`src/rtl/ocm_port_arbiter.sv`:
```
// Two-requester arbiter in front of a single-port on-chip RAM.
// Requester A (video scan, read-only) normally wins. Requester B (host,
// read/write) is promoted after waiting MAX_WAIT cycles. Reads return
// with a fixed latency of two cycles, routed to whichever requester
// issued them, in issue order.
module ocm_port_arbiter #(
   parameter int ADDR_W   = 15,
   parameter int DATA_W   = 8,
   parameter int DEPTH    = 19200,
   parameter int MAX_WAIT = 8
) (
   input  logic              clk,
   input  logic              reset_n,
   input  logic              a_req,
   input  logic [ADDR_W-1:0] a_addr,
   output logic              a_gnt,
   output logic              a_rvalid,
   output logic [DATA_W-1:0] a_rdata,
   input  logic              b_req,
   input  logic              b_write,
   input  logic [ADDR_W-1:0] b_addr,
   input  logic [DATA_W-1:0] b_wdata,
   output logic              b_gnt,
   output logic              b_rvalid,
   output logic [DATA_W-1:0] b_rdata,
   output logic              oob_err,
   output logic [ADDR_W-1:0] mem_address,
   output logic              mem_chipselect,
   output logic              mem_write,
   output logic [DATA_W-1:0] mem_writedata,
   output logic              mem_clken,
   input  logic [DATA_W-1:0] mem_readdata
);

   typedef enum logic {PRI_A = 1'b0, PRI_B = 1'b1} pri_t;

   localparam logic [7:0]  MAX_WAIT_L = 8'(MAX_WAIT);
   localparam logic [31:0] DEPTH_L    = 32'(DEPTH);

   pri_t              pri_reg, pri_next;
   logic [7:0]        wait_reg, wait_next;
   logic              a_win, b_win, gnt_any, oob, rd_issue;
   logic [ADDR_W-1:0] sel_addr;

   // Stage 1 tracks a read while the RAM produces data; stage 2 is the
   // registered rvalid/rdata presented to the owner.
   logic              s1_valid_reg, s1_owner_reg, s1_oob_reg;
   logic              a_rvalid_reg, b_rvalid_reg;
   logic [DATA_W-1:0] a_rdata_reg, b_rdata_reg;

   // Combinational grant from the requests and the registered priority;
   // gated by reset so every output is quiet while reset_n is low.
   always_comb begin
      a_win = 1'b0;
      b_win = 1'b0;
      if (reset_n) begin
         if (pri_reg == PRI_B) begin
            b_win = b_req;
            a_win = a_req & ~b_req;
         end else begin
            a_win = a_req;
            b_win = b_req & ~a_req;
         end
      end
   end

   assign gnt_any  = a_win | b_win;
   assign sel_addr = b_win ? b_addr : a_addr;
   assign oob      = gnt_any && (32'(sel_addr) >= DEPTH_L);
   assign rd_issue = a_win | (b_win & ~b_write);

   // Out-of-range accesses still get a grant but never reach the RAM.
   assign mem_address    = gnt_any ? sel_addr : '0;
   assign mem_chipselect = gnt_any & ~oob;
   assign mem_write      = b_win & b_write & ~oob;
   assign mem_writedata  = (b_win & b_write) ? b_wdata : '0;
   assign mem_clken      = reset_n;
   assign oob_err        = oob;

   assign a_gnt    = a_win;
   assign b_gnt    = b_win;
   assign a_rvalid = a_rvalid_reg;
   assign b_rvalid = b_rvalid_reg;
   assign a_rdata  = a_rdata_reg;
   assign b_rdata  = b_rdata_reg;

   // Wait counter and priority next-state. Promotion happens on the edge
   // where the counter reaches MAX_WAIT so B wins in the very next cycle.
   always_comb begin
      wait_next = '0;
      if (b_req && !b_win)
         wait_next = (wait_reg >= MAX_WAIT_L) ? MAX_WAIT_L : wait_reg + 8'd1;
      pri_next = pri_reg;
      if (pri_reg == PRI_A && wait_next == MAX_WAIT_L)
         pri_next = PRI_B;
      else if (pri_reg == PRI_B && b_win)
         pri_next = PRI_A;
   end

   // Priority FSM and wait counter state.
   always_ff @(posedge clk or negedge reset_n) begin
      if (!reset_n) begin
         pri_reg  <= PRI_A;
         wait_reg <= '0;
      end else begin
         pri_reg  <= pri_next;
         wait_reg <= wait_next;
      end
   end

   // Read-return pipeline: owner/oob travel alongside the RAM latency,
   // rdata registers only update for their own owner so they hold otherwise.
   always_ff @(posedge clk or negedge reset_n) begin
      if (!reset_n) begin
         s1_valid_reg <= 1'b0;
         s1_owner_reg <= 1'b0;
         s1_oob_reg   <= 1'b0;
         a_rvalid_reg <= 1'b0;
         b_rvalid_reg <= 1'b0;
         a_rdata_reg  <= '0;
         b_rdata_reg  <= '0;
      end else begin
         s1_valid_reg <= rd_issue;
         s1_owner_reg <= b_win;
         s1_oob_reg   <= oob;
         a_rvalid_reg <= s1_valid_reg & ~s1_owner_reg;
         b_rvalid_reg <= s1_valid_reg &  s1_owner_reg;
         if (s1_valid_reg && !s1_owner_reg)
            a_rdata_reg <= s1_oob_reg ? '0 : mem_readdata;
         if (s1_valid_reg && s1_owner_reg)
            b_rdata_reg <= s1_oob_reg ? '0 : mem_readdata;
      end
   end

endmodule
```
`config.mk`:
```
export PLATFORM = sky130hd
export DESIGN_NAME = ocm_port_arbiter
export DESIGN_NICKNAME = d
export VERILOG_FILES = /design/src/rtl/ocm_port_arbiter.sv
export SDC_FILE = /design/constraint.sdc
export NUM_CORES = 1
export LEC_CHECK = 0
export CAP_MARGIN = 25
export CELL_PAD_IN_SITES_DETAIL_PLACEMENT = 1
export CELL_PAD_IN_SITES_GLOBAL_PLACEMENT = 2
export CORE_MARGIN = 2
export CORE_UTILIZATION = 17
export CTS_CLUSTER_DIAMETER = 50
export DETAILED_ROUTE_END_ITERATION = 8
export PLACE_DENSITY = 0.78
export REMOVE_ABC_BUFFERS = 1
export SYNTH_ARGS = -nofsm -noshare
export SYNTH_HDL_FRONTEND = slang
export SYNTH_SLANG_ARGS = --single-unit
```
`constraint.sdc`:
```
create_clock -name clk -period 1.4 [get_ports clk]
set_clock_uncertainty 0.05 [all_clocks]
set_input_delay 0.14 -clock clk [delete_from_list [all_inputs] [get_ports clk]]
set_output_delay 0.14 -clock clk [all_outputs]
set_load 0.005 [all_outputs]
```
==> impl_summary.md <==
Place
The final weighted congestion of routability-driven global placement is 0.6998. Buffers placed on the I/O ports in this run total 97. The final HPWL from detailed placement is 4133 um. Once placement completed, the tool counted placed cells totaling 398.

STA
The worst slew margin relative to its limit is 65.45%. The final max-slew violation count is 0. The final-report hold violation count is 0. The number of endpoints failing setup at the final stage is 27. Setup repair after global routing could not meet its margin everywhere.

The final critical path takes up 123.3% of the cycle. After layout, the minimum clock period comes to 1.727 ns. At the pin with the least slew margin, the transition time is 0.5170 ns.

After layout, the worst setup slack is -0.3269 ns. The highest clock frequency the design can meet is 0.5791 GHz. For the final routed database, the setup TNS stands at -7.566 ns.

Die
The count of boundary I/O pins is 98. The chip height is 97.90 um. Measured along the x axis, the die boundary spans 97.90 um. The initial cell density of the core is 17.36%. The area of the placeable core is 0.008636 mm2. The die footprint is approximately 0.0096 mm2. Row generation in the floorplan step produced 34 rows.

Yosys
The gate count after technology mapping is 174. The post-synthesis cell area is 0.001499 mm2. For this run, the number of Yosys warnings is 0. The synthesized design contains 0 enable-type register cells. Yosys attributes the largest share of cell area to sky130_fd_sc_hd__dfrtp_1, sky130_fd_sc_hd__nand2_1, sky130_fd_sc_hd__a21oi_1. In this run, distinct cell masters in the synthesized netlist total 31.

After synthesis, the most frequently instantiated cells are sky130_fd_sc_hd__nand2_1, sky130_fd_sc_hd__dfrtp_1, sky130_fd_sc_hd__a21oi_1, sky130_fd_sc_hd__o21ai_0, sky130_fd_sc_hd__and3_1. A synthesized cell averages 8.615 um2. The most instantiated library cell after synthesis is sky130_fd_sc_hd__nand2_1. The primary flip-flop cell chosen by synthesis mapping is sky130_fd_sc_hd__dfrtp_1. The share of synthesized area in the top cell type comes to about half.

For this run, the register share of the synthesized area comes to between 50 and 60%. Of all flip-flops after synthesis, the portion carrying an async set or reset was 100.0%. The cell type contributing the most total cell area after synthesis is sky130_fd_sc_hd__dfrtp_1. In this run, synthesis produced a sequential element count of 30.

Cells and area
In the final layout, the share of cells above drive strength 1 is a little under two fifths. The net count of the finished layout is 360. The area added between synthesis and finish is 104.8%.

The count of antenna diodes in the layout is 0. For this run, the number of standard cells in the final layout without fillers is 416.

Global route
The initial antenna violation count is 0. The global-route track usage on met1 is a little over an eighth. For met2 alone, demand over resource in global routing was 19.44%. The number of global-route vias before repair is 1846. The total congestion overflow after global routing is 0. The most crowded layer after global routing is met2. For this run, the total global-route usage over all layers was measured as ~11%. The first global-routing pass estimated 8811 um of wire. The maximum number of pins on one net before global-route repair is 26. The met3 global-route usage is under 10%.

Setup path
In this run the critical register-to-register path is captured at wait_reg[1]. The kind of capture point of the worst setup path is a primary output. The maximum cell stage delay along the critical path is 0.39 ns.

Together, buffers and inverters on the worst path number 1. For the worst flop-to-flop path, the logic depth is 4. In this run the worst path has a maximum fanout of 3. The worst-path cell with the longest stage delay is sky130_fd_sc_hd__dfrtp_1. The signal on the critical path passes through nand2b_4 > a31o_4 > o22a_1 > nor2b_1 > buf_2. The required time at the endpoint of the critical path is 1.21 ns. Data arrives at the worst endpoint at around 1.5 ns. The kind of cell with the highest combined delay along the critical path is compound AO/OA/AOI/OAI gates. The worst setup path is of the reg2out kind. The worst setup path is launched from a flop.

In this run the critical register-to-register path is launched from wait_reg[5]. The internal reg-to-reg setup slack is about 0.030 ns.

CTS
The number of buffers created by CTS is 5. The TritonCTS clock tree is built. The insertion delay of the later-clocked pin in the worst-skew pair is 0.27 ns. The H-tree was split into 2 levels. The clock tree root buffer cell is sky130_fd_sc_hd__clkbuf_8.

The clock passes through at most 2 buffers. The clock sink count is 30. The register clock-pin slew on the reported worst setup and hold paths is roughly 0.070 ns.

Outcome
The final reports fail on negative setup slack. The flow ran to the end, but the final reports show violations.

Drt
Using the TritonRoute via totals, the vias-per-cell ratio works out to between 4 and 5. The final routed wirelength across all metal layers is 5562 um. The first-iteration detailed-routing DRC count is 39. The pre-antenna-repair detailed-routing pass consisted of 3 iterations. The routed layout has 1733 vias. Once detail routing completed, the nets flagged for antenna violations numbered 0. In the final routed layout, each cell accounts on average for ~13 um. The DRC violations left is 0.

Worst hold path
In this run the worst hold path is classified as in2async.

Power
VDD sags by at most 326.6 uV. In this run the static leakage power is 0.001410 uW. The ratio of total power to cell area is between 800 and 900 mW/mm2.

Flow run
Across the run, the number of max-cap violations was 0.
-- routing by layer --
layer	share of wire [%]	wire length, um
met5	0	0
met3	8.4	468
met4	1.6	90
met1	41	2306
met2	48	2696
-- worst max-delay path by stage --
stage | startpoint | to | slack (ns) | depth (start not counted)
4_1_cts | pri_reg | mem_address[0] | -0.38 | 8
6_report | pri_reg | mem_chipselect | -0.33 | 5
3_3_place_gp | a_addr[8] | mem_chipselect | -0.73 | 6
5_1_grt | pri_reg | mem_address[2] | -0.43 | 8
2_1_floorplan | pri_reg | mem_address[14] | -0.04 | 5
3_5_place_dp | reset_n | oob_err | -0.77 | 6
-- report_power, final --
group	total, uW	internal, uW	switching, uW	leakage, uW
logic	921	569	352	0.000986
registers	1090	1010	78.4	0.000376
clock network	699	396	303	0.0000482
-- per-stage QoR --
stage | utilization [%] | power (uW) | setup slack, ns | hold slack (ns) | area, um2
after floorplan | - | 1305 | -0.03557 | -0.2056 | 1459
after global placement | 31.79 | 1926 | -0.7318 | 0.4116 | 2745
after detailed placement | 31.79 | 1949 | -0.7662 | 0.4213 | 2745
after CTS | 34.40 | 2715 | -0.3789 | 0.03153 | 2970
after global routing | 35.54 | 2899 | -0.4262 | 0.04512 | 3069
final | 35.54 | 2708 | -0.3269 | 0.02872 | 3069
-- placed cells by master, fill, tap and decap left out, types with 2 or more instances in the layout --
cell type                          n
sky130_fd_sc_hd__o21ai_0          17
sky130_fd_sc_hd__and3_4            5
sky130_fd_sc_hd__ha_1              2
sky130_fd_sc_hd__a21oi_1           2
sky130_fd_sc_hd__dfrtp_1          30
sky130_fd_sc_hd__nand2_1          34
sky130_fd_sc_hd__buf_4            23
sky130_fd_sc_hd__buf_6             9
sky130_fd_sc_hd__nand2b_1          9
sky130_fd_sc_hd__nand2_4           4
sky130_fd_sc_hd__inv_1             6
sky130_fd_sc_hd__clkbuf_2          3
sky130_fd_sc_hd__nor2_1            3
sky130_fd_sc_hd__conb_1            4
sky130_fd_sc_hd__and3_1            5
sky130_fd_sc_hd__buf_12            4
sky130_fd_sc_hd__nor2_2            2
sky130_fd_sc_hd__clkdlybuf4s50_1  66
sky130_fd_sc_hd__nand2_2          12
sky130_fd_sc_hd__clkbuf_8          6
sky130_fd_sc_hd__buf_2            21
sky130_fd_sc_hd__a21oi_2          15
sky130_fd_sc_hd__dlygate4sd2_1     2
-- worst reg2reg max path, stage by stage (launching register included) --
cell and delay, ns:
sky130_fd_sc_hd__dfrtp_1 0.36, sky130_fd_sc_hd__or4_4 0.56, sky130_fd_sc_hd__nor2_4 0.14, sky130_fd_sc_hd__nand3_2 0.09
sky130_fd_sc_hd__nor2_1 0.11
-- area by class of cell --
cell class / instances / area, um2
fill: 1008 / 5567
timing repair buffer: 131 / 1189
multi-input combinational: 132 / 874.6
sequential: 30 / 750.7
tap: 108 / 135.1
clock buffer: 7 / 86.33
inverter: 7 / 28.78
clock inverter: 1 / 5.005
-- what timing repair did --
action                                  CTS  global route
resized for setup                       141            37
hold buffers                              1             0
gates cloned                              1             1
buffers inserted                          8             5
endpoints found under the setup margin   30            31
hold endpoints to repair                 25             0
pin swaps                                15            17
-- cells by family after synthesis --
logic type                 count (synthesis)  share of synthesized area [%]
DFF                                       30                          50.08
buffers and inverters                     15                          5.175
other                                      1                         0.2502
xor gates and xnor gates                   1                         0.5844
AOI/OAI and AO/OA                         43                          15.86
and+or+nand+nor                           82                          26.38
adders and majority gates                  2                          1.669
(Power assumes the default switching activity.)
